===== src/rtl/inst_fetch_queue_if.sv =====
// Bus bundle between the instruction fetch queue and its environment:
// the PC generator (pc / pc_enable / flush), the synchronous instruction
// memory (imem_*) and the decode stage (inst_*).
//
// Decode handshake: inst_valid/inst/inst_pc are stable for the whole cycle.
// An entry transfers on a rising CLK edge where inst_valid && inst_ready are
// both high. inst_valid never depends on inst_ready. inst and inst_pc read as
// zero whenever inst_valid is low.
interface inst_fetch_queue_if #(
  parameter int INST_MEM_WIDTH = 2,
  parameter int INST_WIDTH     = 32
);
  logic [INST_MEM_WIDTH-1:0] pc;
  logic                      pc_enable;
  logic                      flush;
  logic                      imem_en;
  logic [INST_MEM_WIDTH-1:0] imem_addr;
  logic [INST_WIDTH-1:0]     imem_rdata;
  logic                      inst_valid;
  logic [INST_WIDTH-1:0]     inst;
  logic [INST_MEM_WIDTH-1:0] inst_pc;
  logic                      inst_ready;

  // Fetch-queue side.
  modport master (
    input  pc, flush, imem_rdata, inst_ready,
    output pc_enable, imem_en, imem_addr, inst_valid, inst, inst_pc
  );

  // Environment side: PC generator, instruction memory and decode.
  modport slave (
    output pc, flush, imem_rdata, inst_ready,
    input  pc_enable, imem_en, imem_addr, inst_valid, inst, inst_pc
  );
endinterface


===== src/rtl/inst_fetch_queue.sv =====
// Instruction fetch queue: issues one read per cycle to a 1-cycle-latency
// instruction memory while credit allows, buffers {instruction, pc} in a
// DEPTH-entry FIFO and presents the head to decode. flush discards queued
// and in-flight reads.
// Optional macro IFQ_BYPASS_EN: returning data goes straight to decode when
// the FIFO is empty (1-cycle issue-to-valid), and a same-cycle pop counts as
// free space for issue.
module inst_fetch_queue #(
  parameter int INST_MEM_WIDTH = 2,
  parameter int INST_WIDTH     = 32,
  parameter int DEPTH          = 4
) (
  input logic                 CLK,
  input logic                 reset,
  inst_fetch_queue_if.master  bus
);

  localparam int IW = $clog2(DEPTH);
  localparam int PW = IW + 1;
  localparam logic [PW:0] DEPTH_W = (PW+1)'(DEPTH);

  logic [PW-1:0]             wr_ptr;
  logic [PW-1:0]             rd_ptr;
  logic                      inflight;
  logic [INST_MEM_WIDTH-1:0] inflight_pc;

  logic [INST_WIDTH-1:0]     mem_inst [DEPTH];
  logic [INST_MEM_WIDTH-1:0] mem_pc   [DEPTH];

  logic [PW-1:0]             occupancy;
  logic [PW:0]               used;
  logic                      empty;
  logic                      head_valid;
  logic [INST_WIDTH-1:0]     head_inst;
  logic [INST_MEM_WIDTH-1:0] head_pc;
  logic                      pop;
  logic                      pop_fifo;
  logic                      push;
  logic                      issue;

  assign occupancy = wr_ptr - rd_ptr;
  assign used      = {1'b0, occupancy} + {{PW{1'b0}}, inflight};
  assign empty     = (wr_ptr == rd_ptr);

`ifdef IFQ_BYPASS_EN
  logic bypass;
  assign bypass = empty && inflight && !bus.flush;

  // Head selection with bypass of returning read data, pop/push/issue control.
  always_comb begin
    head_valid = 1'b0;
    head_inst  = '0;
    head_pc    = '0;
    if (!empty && !bus.flush) begin
      head_valid = 1'b1;
      head_inst  = mem_inst[rd_ptr[IW-1:0]];
      head_pc    = mem_pc[rd_ptr[IW-1:0]];
    end else if (bypass) begin
      head_valid = 1'b1;
      head_inst  = bus.imem_rdata;
      head_pc    = inflight_pc;
    end
    pop      = head_valid && bus.inst_ready;
    // A bypassed pop consumes the in-flight read, not a FIFO slot.
    pop_fifo = pop && !empty;
    push     = inflight && !bus.flush && !(bypass && bus.inst_ready);
    issue    = !reset && !bus.flush && ((used - {{PW{1'b0}}, pop}) < DEPTH_W);
  end
`else
  logic full;
  assign full = (wr_ptr[IW-1:0] == rd_ptr[IW-1:0]) && (wr_ptr[IW] != rd_ptr[IW]);

  // Head from FIFO only, pop/push/issue control; freed space waits a cycle.
  always_comb begin
    head_valid = 1'b0;
    head_inst  = '0;
    head_pc    = '0;
    if (!empty && !bus.flush) begin
      head_valid = 1'b1;
      head_inst  = mem_inst[rd_ptr[IW-1:0]];
      head_pc    = mem_pc[rd_ptr[IW-1:0]];
    end
    pop      = head_valid && bus.inst_ready;
    pop_fifo = pop;
    push     = inflight && !bus.flush;
    issue    = !reset && !bus.flush && !full && (used < DEPTH_W);
  end
`endif

  // Drive the bus; during flush the PC generator loads its redirect target.
  always_comb begin
    bus.imem_en    = issue;
    bus.imem_addr  = bus.pc;
    bus.pc_enable  = !reset && (issue || bus.flush);
    bus.inst_valid = head_valid;
    bus.inst       = head_inst;
    bus.inst_pc    = head_pc;
  end

  // Pointer and in-flight tracking; flush beats push and pop.
  always_ff @(posedge CLK or posedge reset) begin
    if (reset) begin
      wr_ptr      <= '0;
      rd_ptr      <= '0;
      inflight    <= 1'b0;
      inflight_pc <= '0;
    end else begin
      inflight <= issue;
      if (issue) inflight_pc <= bus.pc;
      if (bus.flush) begin
        rd_ptr <= wr_ptr;
      end else begin
        if (push)     wr_ptr <= wr_ptr + 1'b1;
        if (pop_fifo) rd_ptr <= rd_ptr + 1'b1;
      end
    end
  end

  // FIFO storage; contents are only meaningful between rd_ptr and wr_ptr.
  always_ff @(posedge CLK) begin
    if (push && !reset) begin
      mem_inst[wr_ptr[IW-1:0]] <= bus.imem_rdata;
      mem_pc[wr_ptr[IW-1:0]]   <= inflight_pc;
    end
  end

endmodule


===== src/flat_wrapper.sv =====
// flat-port wrapper written by rule: the top's interface ports become plain ports
module inst_fetch_queue_flat 
#(
  parameter int INST_MEM_WIDTH = 2,
  parameter int INST_WIDTH     = 32,
  parameter int DEPTH          = 4
)
  (CLK, reset, bus_pc, bus_flush, bus_imem_rdata, bus_inst_ready, bus_pc_enable, bus_imem_en, bus_imem_addr, bus_inst_valid, bus_inst, bus_inst_pc);
  inst_fetch_queue_if #(.INST_MEM_WIDTH(INST_MEM_WIDTH), .INST_WIDTH(INST_WIDTH)) bus_i ();
  input logic CLK;
  input logic reset;
  input wire logic [$bits(bus_i.pc)-1:0] bus_pc;
  input wire logic [$bits(bus_i.flush)-1:0] bus_flush;
  input wire logic [$bits(bus_i.imem_rdata)-1:0] bus_imem_rdata;
  input wire logic [$bits(bus_i.inst_ready)-1:0] bus_inst_ready;
  output wire logic [$bits(bus_i.pc_enable)-1:0] bus_pc_enable;
  output wire logic [$bits(bus_i.imem_en)-1:0] bus_imem_en;
  output wire logic [$bits(bus_i.imem_addr)-1:0] bus_imem_addr;
  output wire logic [$bits(bus_i.inst_valid)-1:0] bus_inst_valid;
  output wire logic [$bits(bus_i.inst)-1:0] bus_inst;
  output wire logic [$bits(bus_i.inst_pc)-1:0] bus_inst_pc;
  assign bus_i.pc = bus_pc;
  assign bus_i.flush = bus_flush;
  assign bus_i.imem_rdata = bus_imem_rdata;
  assign bus_i.inst_ready = bus_inst_ready;
  assign bus_pc_enable = bus_i.pc_enable;
  assign bus_imem_en = bus_i.imem_en;
  assign bus_imem_addr = bus_i.imem_addr;
  assign bus_inst_valid = bus_i.inst_valid;
  assign bus_inst = bus_i.inst;
  assign bus_inst_pc = bus_i.inst_pc;
  inst_fetch_queue #(.INST_MEM_WIDTH(INST_MEM_WIDTH), .INST_WIDTH(INST_WIDTH), .DEPTH(DEPTH)) u_core (.CLK(CLK), .reset(reset), .bus(bus_i));
endmodule

===== config.mk =====
export PLATFORM = sky130hd
export DESIGN_NAME = inst_fetch_queue_flat
export DESIGN_NICKNAME = d
export VERILOG_FILES = /design/src/rtl/inst_fetch_queue_if.sv /design/src/rtl/inst_fetch_queue.sv /design/src/flat_wrapper.sv
export SDC_FILE = /design/constraint.sdc
export NUM_CORES = 1
export LEC_CHECK = 0
export BUFFER_PORTS_ARGS = -buffer_cell sky130_fd_sc_hd__buf_2
export CAP_MARGIN = 20
export CORE_ASPECT_RATIO = 1.2
export CORE_MARGIN = 2
export CORE_UTILIZATION = 40
export CTS_CLUSTER_DIAMETER = 200
export DETAILED_ROUTE_END_ITERATION = 8
export GPL_ROUTABILITY_DRIVEN = 0
export PLACE_DENSITY_LB_ADDON = 0.1
export SLEW_MARGIN = 20
export SYNTH_ARGS = -nofsm -noshare
export SYNTH_HDL_FRONTEND = slang
export SYNTH_SLANG_ARGS = --single-unit

===== constraint.sdc =====
create_clock -name CLK -period 2.4 [get_ports CLK]
set_input_delay 0.48 -clock CLK [delete_from_list [all_inputs] [get_ports CLK]]
set_output_delay 0.48 -clock CLK [all_outputs]
set_load 0.005 [all_outputs]

# After elaboration in Yosys (flattened, before gate mapping)
# Memories as Yosys holds them, arrays and structs flattened.
# Index checks and enable logic that the tools add are counted.
dict set report op_classes {
  n_bitwise 1
  n_lt_le_gt_ge 1
  addsub 4
  n_eq_ne 3
  mux 7
  n_reduce_logical 16
}
# op count
set ops {}
lappend ops {{32-bit 2-to-1 mux} 1}
lappend ops {{1-bit logical AND} 9}
lappend ops {{3-bit by 1-bit adder with 3-bit output (second input constant)} 2}
lappend ops {{3-bit 2-to-1 mux} 2}
lappend ops {{3-bit by 1-bit adder with 4-bit output} 1}
lappend ops {{1-bit logical NOT} 4}
lappend ops {{4-bit by 3-bit < comparator with 1-bit output (second input constant)} 1}
lappend ops {{3-bit equality test} 1}
lappend ops {{1-bit 2-to-1 mux} 3}
lappend ops {{3-bit subtractor} 1}
lappend ops {{2-bit equality test} 1}
lappend ops {{2-bit 2-to-1 mux} 1}
lappend ops {{2-bit AND reduction} 1}
lappend ops {{2-bit nonzero test} 1}
lappend ops {{1-bit logical OR} 1}
lappend ops {{1-bit != test} 1}
lappend ops {{1-bit inverter} 1}
dict set report totals {
  ramBits 136
  inputBits 38
  out_inout_bits 39
  n_memories 2
  wordCells 38
  register_bits 9
}
# memory depth width rd rd_ports_with_merged_regs write_ports line_no
set memory_table {}
lappend memory_table {u_core.mem_inst 4 32 1 0 1 inst_fetch_queue.sv:27} ;# logic [INST_WIDTH-1:0] mem_inst [DEPTH];
lappend memory_table {u_core.mem_pc 4 2 1 0 1 inst_fetch_queue.sv:28} ;# logic [INST_MEM_WIDTH-1:0] mem_pc [DEPTH];

# Logic depth before layout (Yosys ltp)
dict set report logic_depth {
  depth_word 7
  ltp_mapped 8
  mapped_depth_nobuf 6
}

# Least setup slack after synthesis
# OpenSTA, ideal clock, no wires.
dict set report synth_timing {
  path_type {reg2out}
  from {register u_core.rd_ptr[1]}
  to {output bus_inst[23]}
  stages_incl_launch_ff 9
  arrival_time_ps 2052
  slack_ps -132
  n_path_buf 3
  required_ps 1920
  cell_sequence {dfrtp_1 -> clkbuf_1 -> buf_2 -> inv_1 -> ha_1 -> nand2_1 -> o21ai_1 -> clkbuf_1 -> and2b_2}
}
dict set report synth_via {
  elab_chain_cells 4
  elab_cells_between_ends 5
  classes_between {1 x eq/ne; 1 x mux; 2 x reduce/logical; 1 x memory}
}
# item line_no
set synth_lines {}
lappend synth_lines {{start, declared} inst_fetch_queue.sv:23} ;# logic [PW-1:0] rd_ptr;
lappend synth_lines {{start signal, assigned} inst_fetch_queue.sv:111} ;# rd_ptr <= wr_ptr;
lappend synth_lines {{start signal, assigned} inst_fetch_queue.sv:114} ;# if (pop_fifo) rd_ptr <= rd_ptr + 1'b1;
lappend synth_lines {{3-bit equality test} inst_fetch_queue.sv:43} ;# assign empty = (wr_ptr == rd_ptr);
lappend synth_lines {{1-bit logical NOT} inst_fetch_queue.sv:78} ;# if (!empty && !bus.flush) begin
lappend synth_lines {{1-bit logical AND} inst_fetch_queue.sv:78}
lappend synth_lines {{32-bit 2-to-1 mux (*)} inst_fetch_queue.sv:78}
lappend synth_lines {{end, declared} flat_wrapper.sv:20} ;# output wire logic [$bits(bus_i.inst)-1:0] bus_inst;
# Every way passes the cells marked *; elsewhere a longest branch is shown, timed or not.

# Worst setup path in the final report
dict set report layout_timing {
  from {register u_core.wr_ptr[0]}
  to {output bus_pc_enable}
}
dict set report layout_via {
  elab_chain_cells 7
  elab_cells_between_ends 10
  classes_between {2 x add/sub; 1 x order compare; 1 x eq/ne; 6 x reduce/logical}
}
# item line_no
set layout_lines {}
lappend layout_lines {{start, declared} inst_fetch_queue.sv:22} ;# logic [PW-1:0] wr_ptr;
lappend layout_lines {{start signal, assigned} inst_fetch_queue.sv:113} ;# if (push) wr_ptr <= wr_ptr + 1'b1;
lappend layout_lines {{branches (longest 4 deep; another with 3-bit by 1-bit adder with 4-bit output)} -}
lappend layout_lines {{1-bit logical AND (*)} inst_fetch_queue.sv:86} ;# issue = !reset && !bus.flush && !full && (used < DEPTH_W);
lappend layout_lines {{1-bit logical OR (*)} inst_fetch_queue.sv:94} ;# bus.pc_enable = !reset && (issue || bus.flush);
lappend layout_lines {{1-bit logical AND (*)} inst_fetch_queue.sv:94}
lappend layout_lines {{end, declared} flat_wrapper.sv:16} ;# output wire logic [$bits(bus_i.pc_enable)-1:0] bus_pc_enable;
# Every way passes the cells marked *.

==> impl_metrics.csv <==
group,metric,value,unit
synthesis,synth.top_cell.area_share,0.708,
sta,post-route-min-period,2.56,ns
clock_network,cts_max_path_buffers,2,
die,fp.dieH,136,um
die,boundaryPins,77,
grt,grt_antenna_before_repair,2,
run_status,violations,"negative setup slack",
synthesis,syn_inst,274,
synthesis,ys_types,29,
critical_path,end_kind,"output pin",
critical_path,cp_cell_sequence,"inv_2, ha_4, fa_2, nand2b_4, o221ai_4, a21oi_2, buf_2",
synthesis,synth_commonest_cells,"edfxtp_1 (136), mux4_2 (34), and2b_2 (14)",
critical_path,crit_path_max_incr_delay,0.52,ns
synthesis,ys_async_sr_fraction,0.0621,
synthesis,syn_avg_cell_area,21.1,um2
critical_path,crit_type,"reg2out",
sta,fin_crit_sh,1.07,
synthesis,ys_seq_area_frac,0.747,
synthesis,syn-num-nets,320,
sta,fin_ws,-0.157,ns
sta,final-setup-viol-count,34,
synthesis,synth-edff-count,136,
clock_network,path_clk_slew,0.06,ns
grt,grt_max_degree,27,
run_status,status,"finished with violations",
grt,grt.total_usage,0.163,
synthesis,syn-cell-area,5770,um2
drt,totalWireLength,11.7,mm
die,rows,48,
cells_and_area,final_nets,442,
critical_path,cp_num_buf_inv,2,
critical_path,critical_path_required,1.92,ns
power_and_ir_drop,powerDensity,1160,nW/um2
synthesis,synth_warnings,0,
critical_path,path_delay_family,"adder cells",
place,port_buffers,76,
synthesis,synth.area.top_cells,"edfxtp_1 (71%), mux4_2 (13%), dfrtp_1 (3.9%)",
synthesis,yosys.cell_count.top_type,"edfxtp_1",
die,fp.dieArea,15400,um2
critical_path,critPathSlowestCell,"fa_2",
clock_network,insertion_delay,0.42,ns
cells_and_area,fin_cells,585,
critical_path,worstPathMaxFanout,3,
cells_and_area,layout-drive-gt1-share,0.540,
drt,drt_iter0_drc,177,
clock_network,cts.sinks,145,
sta,finalHoldViolCount,0,
die,start_util,0.405,
sta,rsz0062_at_grt,"true",
sta,relSlewSlack,0.737,
worst_hold_path,hp-class,"in2async",
grt,grt_pass1_vias,3157,
clock_network,cts_max_level,4,
die,fp.coreArea,14200,um2
sta,fin_hold_ws,0.0927,ns
grt,grt_pass1_wl,17.8,mm
drt,drt-pass1-iter-count,4,
grt,grt_overflow_total,0,
cells_and_area,fin_util,0.536,
place,dpl.hpwl,6.63,mm
clock_network,ctsHoldBuffers,0,
sta,max_freq,0.391,GHz
critical_path,worstRegToRegCells,8,
critical_path,arrival,2.08,ns
synthesis,synth_seq_cells,145,
place,dp_cells,528,
sta,finClkSkew,0.00822,ns
power_and_ir_drop,leakage,2.86,nW
clock_network,cts-root-buf,"clkbuf_16",
clock_network,tritoncts,"yes",
drt,vias_per_cell,4.97,
flow_run,maxCapViolations,0,
critical_path,start_kind,"flip-flop",
die,die_w,114,um
drt,num_vias,2908,
synthesis,yosysTopAreaCell,"edfxtp_1",
synthesis,synth_ff_type,"edfxtp_1",
drt,wire_per_inst,20.0,um
sta,maxSlewViolCount,0,
power_and_ir_drop,peakVddDrop,0.000698,V
critical_path,cp.depth,7,
sta,worst_slew_pin_slew,0.392,ns
cells_and_area,area_growth,32.2,%
clock_network,cts_buffers,17,
drt,final_antenna_net_count,0,
drt,drc,0,
## state kept, by name, indices dropped and copies added (netlist names)
name,flops
u_core.mem_inst,128
u_core.mem_pc,8
u_core.rd_ptr,3
u_core.wr_ptr,3
u_core.inflight_pc,2
u_core.inflight,1
## worst reg2reg max path: cells and delay by family (launching register included)
family / cells / cell delay, ns
AND/OR/NAND/NOR: 1 / 0.16
AO/OA/AOI/OAI: 1 / 0.22
adder cells (fa/ha/maj): 2 / 0.56
multiplexers: 1 / 0.31
buffers and inverters: 3 / 0.36
flip-flops: 1 / 0.40
## path summary, 6_finish.rpt
check / start / endpoint / slack (ns)
worst max register to register: u_core.wr_ptr[0] / u_core.inflight_pc[0] / 0.28
worst min-delay path: reset / u_core.wr_ptr[0] / 0.09
worst max-delay path: u_core.wr_ptr[0] / bus_pc_enable / -0.16
worst min register to register: u_core.inflight_pc[1] / u_core.mem_pc[2][1] / 0.56
min in group CLK: bus_imem_rdata[18] / u_core.mem_inst[3][18] / 0.28
max in group asynchronous: reset / u_core.wr_ptr[1] / 2.15
## area by class of cell
cell class	instances	area, um2
clock buffers	20	457
inverters	7	26.3
well taps	175	219
clock inverters	12	140
fillers	1178	6610
diodes	1	2.50
multi-input cells	108	1460
repair buffers	117	1010
flip-flops and latches	145	4310
## kinds of logic after synthesis
family	Yosys count	synth area share
buffers and inverters	21	0.0189
and+or+nand+nor	49	0.0585
AOI/OAI and AO/OA	9	0.00997
DFF	145	0.747
muxes	37	0.138
xor gates and xnor gates	5	0.00889
adders and majority gates	8	0.0186
## where the power goes
| group | switching (W) | leakage, nW | internal, W | total (W) |
|---|---|---|---|---|
| clock | 0.000968 | 0.297 | 0.00167 | 0.00264 |
| sequential | 0.000116 | 1.33 | 0.00293 | 0.00305 |
| combinational | 0.00125 | 1.23 | 0.00191 | 0.00317 |
## layer usage
metal  wire (um)  global-route usage  up-vias
li1            -                   -     1341
met1        4870               0.193     1485
met2        6140               0.279       61
met3         472              0.0488       19
met4         171              0.0671        2
met5          13                   0        -
## timing repair
action                                 4_1_cts  5_1_grt
buffers inserted                            12        5
pin swaps                                    5        4
setup endpoints to repair                   37       37
endpoints found under the hold margin        0        0
resized for setup                           26       14
gates cloned                                 5        2
## per-stage QoR
stage / instance area [um2] / power [W] / worst slack, ns / TNS (ns)
after CTS: 7470 / 0.00869 / -0.151 / -3.81
after detailed placement: 6520 / 0.00530 / 0.106 / 0
final: 7630 / 0.00886 / -0.157 / -2.66
after global routing: 7620 / 0.00929 / -0.214 / -5.59
after global placement: 6520 / 0.00529 / 0.171 / 0
after floorplan: 5780 / 0.00452 / 0.0605 / 0
## layout by cell type, fill, tap and decap left out, types with 3 or more instances in the layout
master	netlist	routed
buf_16	0	5
and2b_2	14	14
o21ai_0	5	5
dfrtp_2	0	3
buf_4	4	20
inv_1	7	3
nand2_1	6	5
dfrtp_1	9	6
edfxtp_1	136	136
buf_6	1	11
and2b_1	12	12
and3_2	1	5
buf_2	3	69
buf_12	0	8
clkinv_2	0	6
inv_2	0	4
clkbuf_16	0	19
nor2b_1	9	7
mux4_2	34	34
ha_1	7	5
bufinv_16	0	3
No activity file was read; power rests on OpenSTA's default activity.
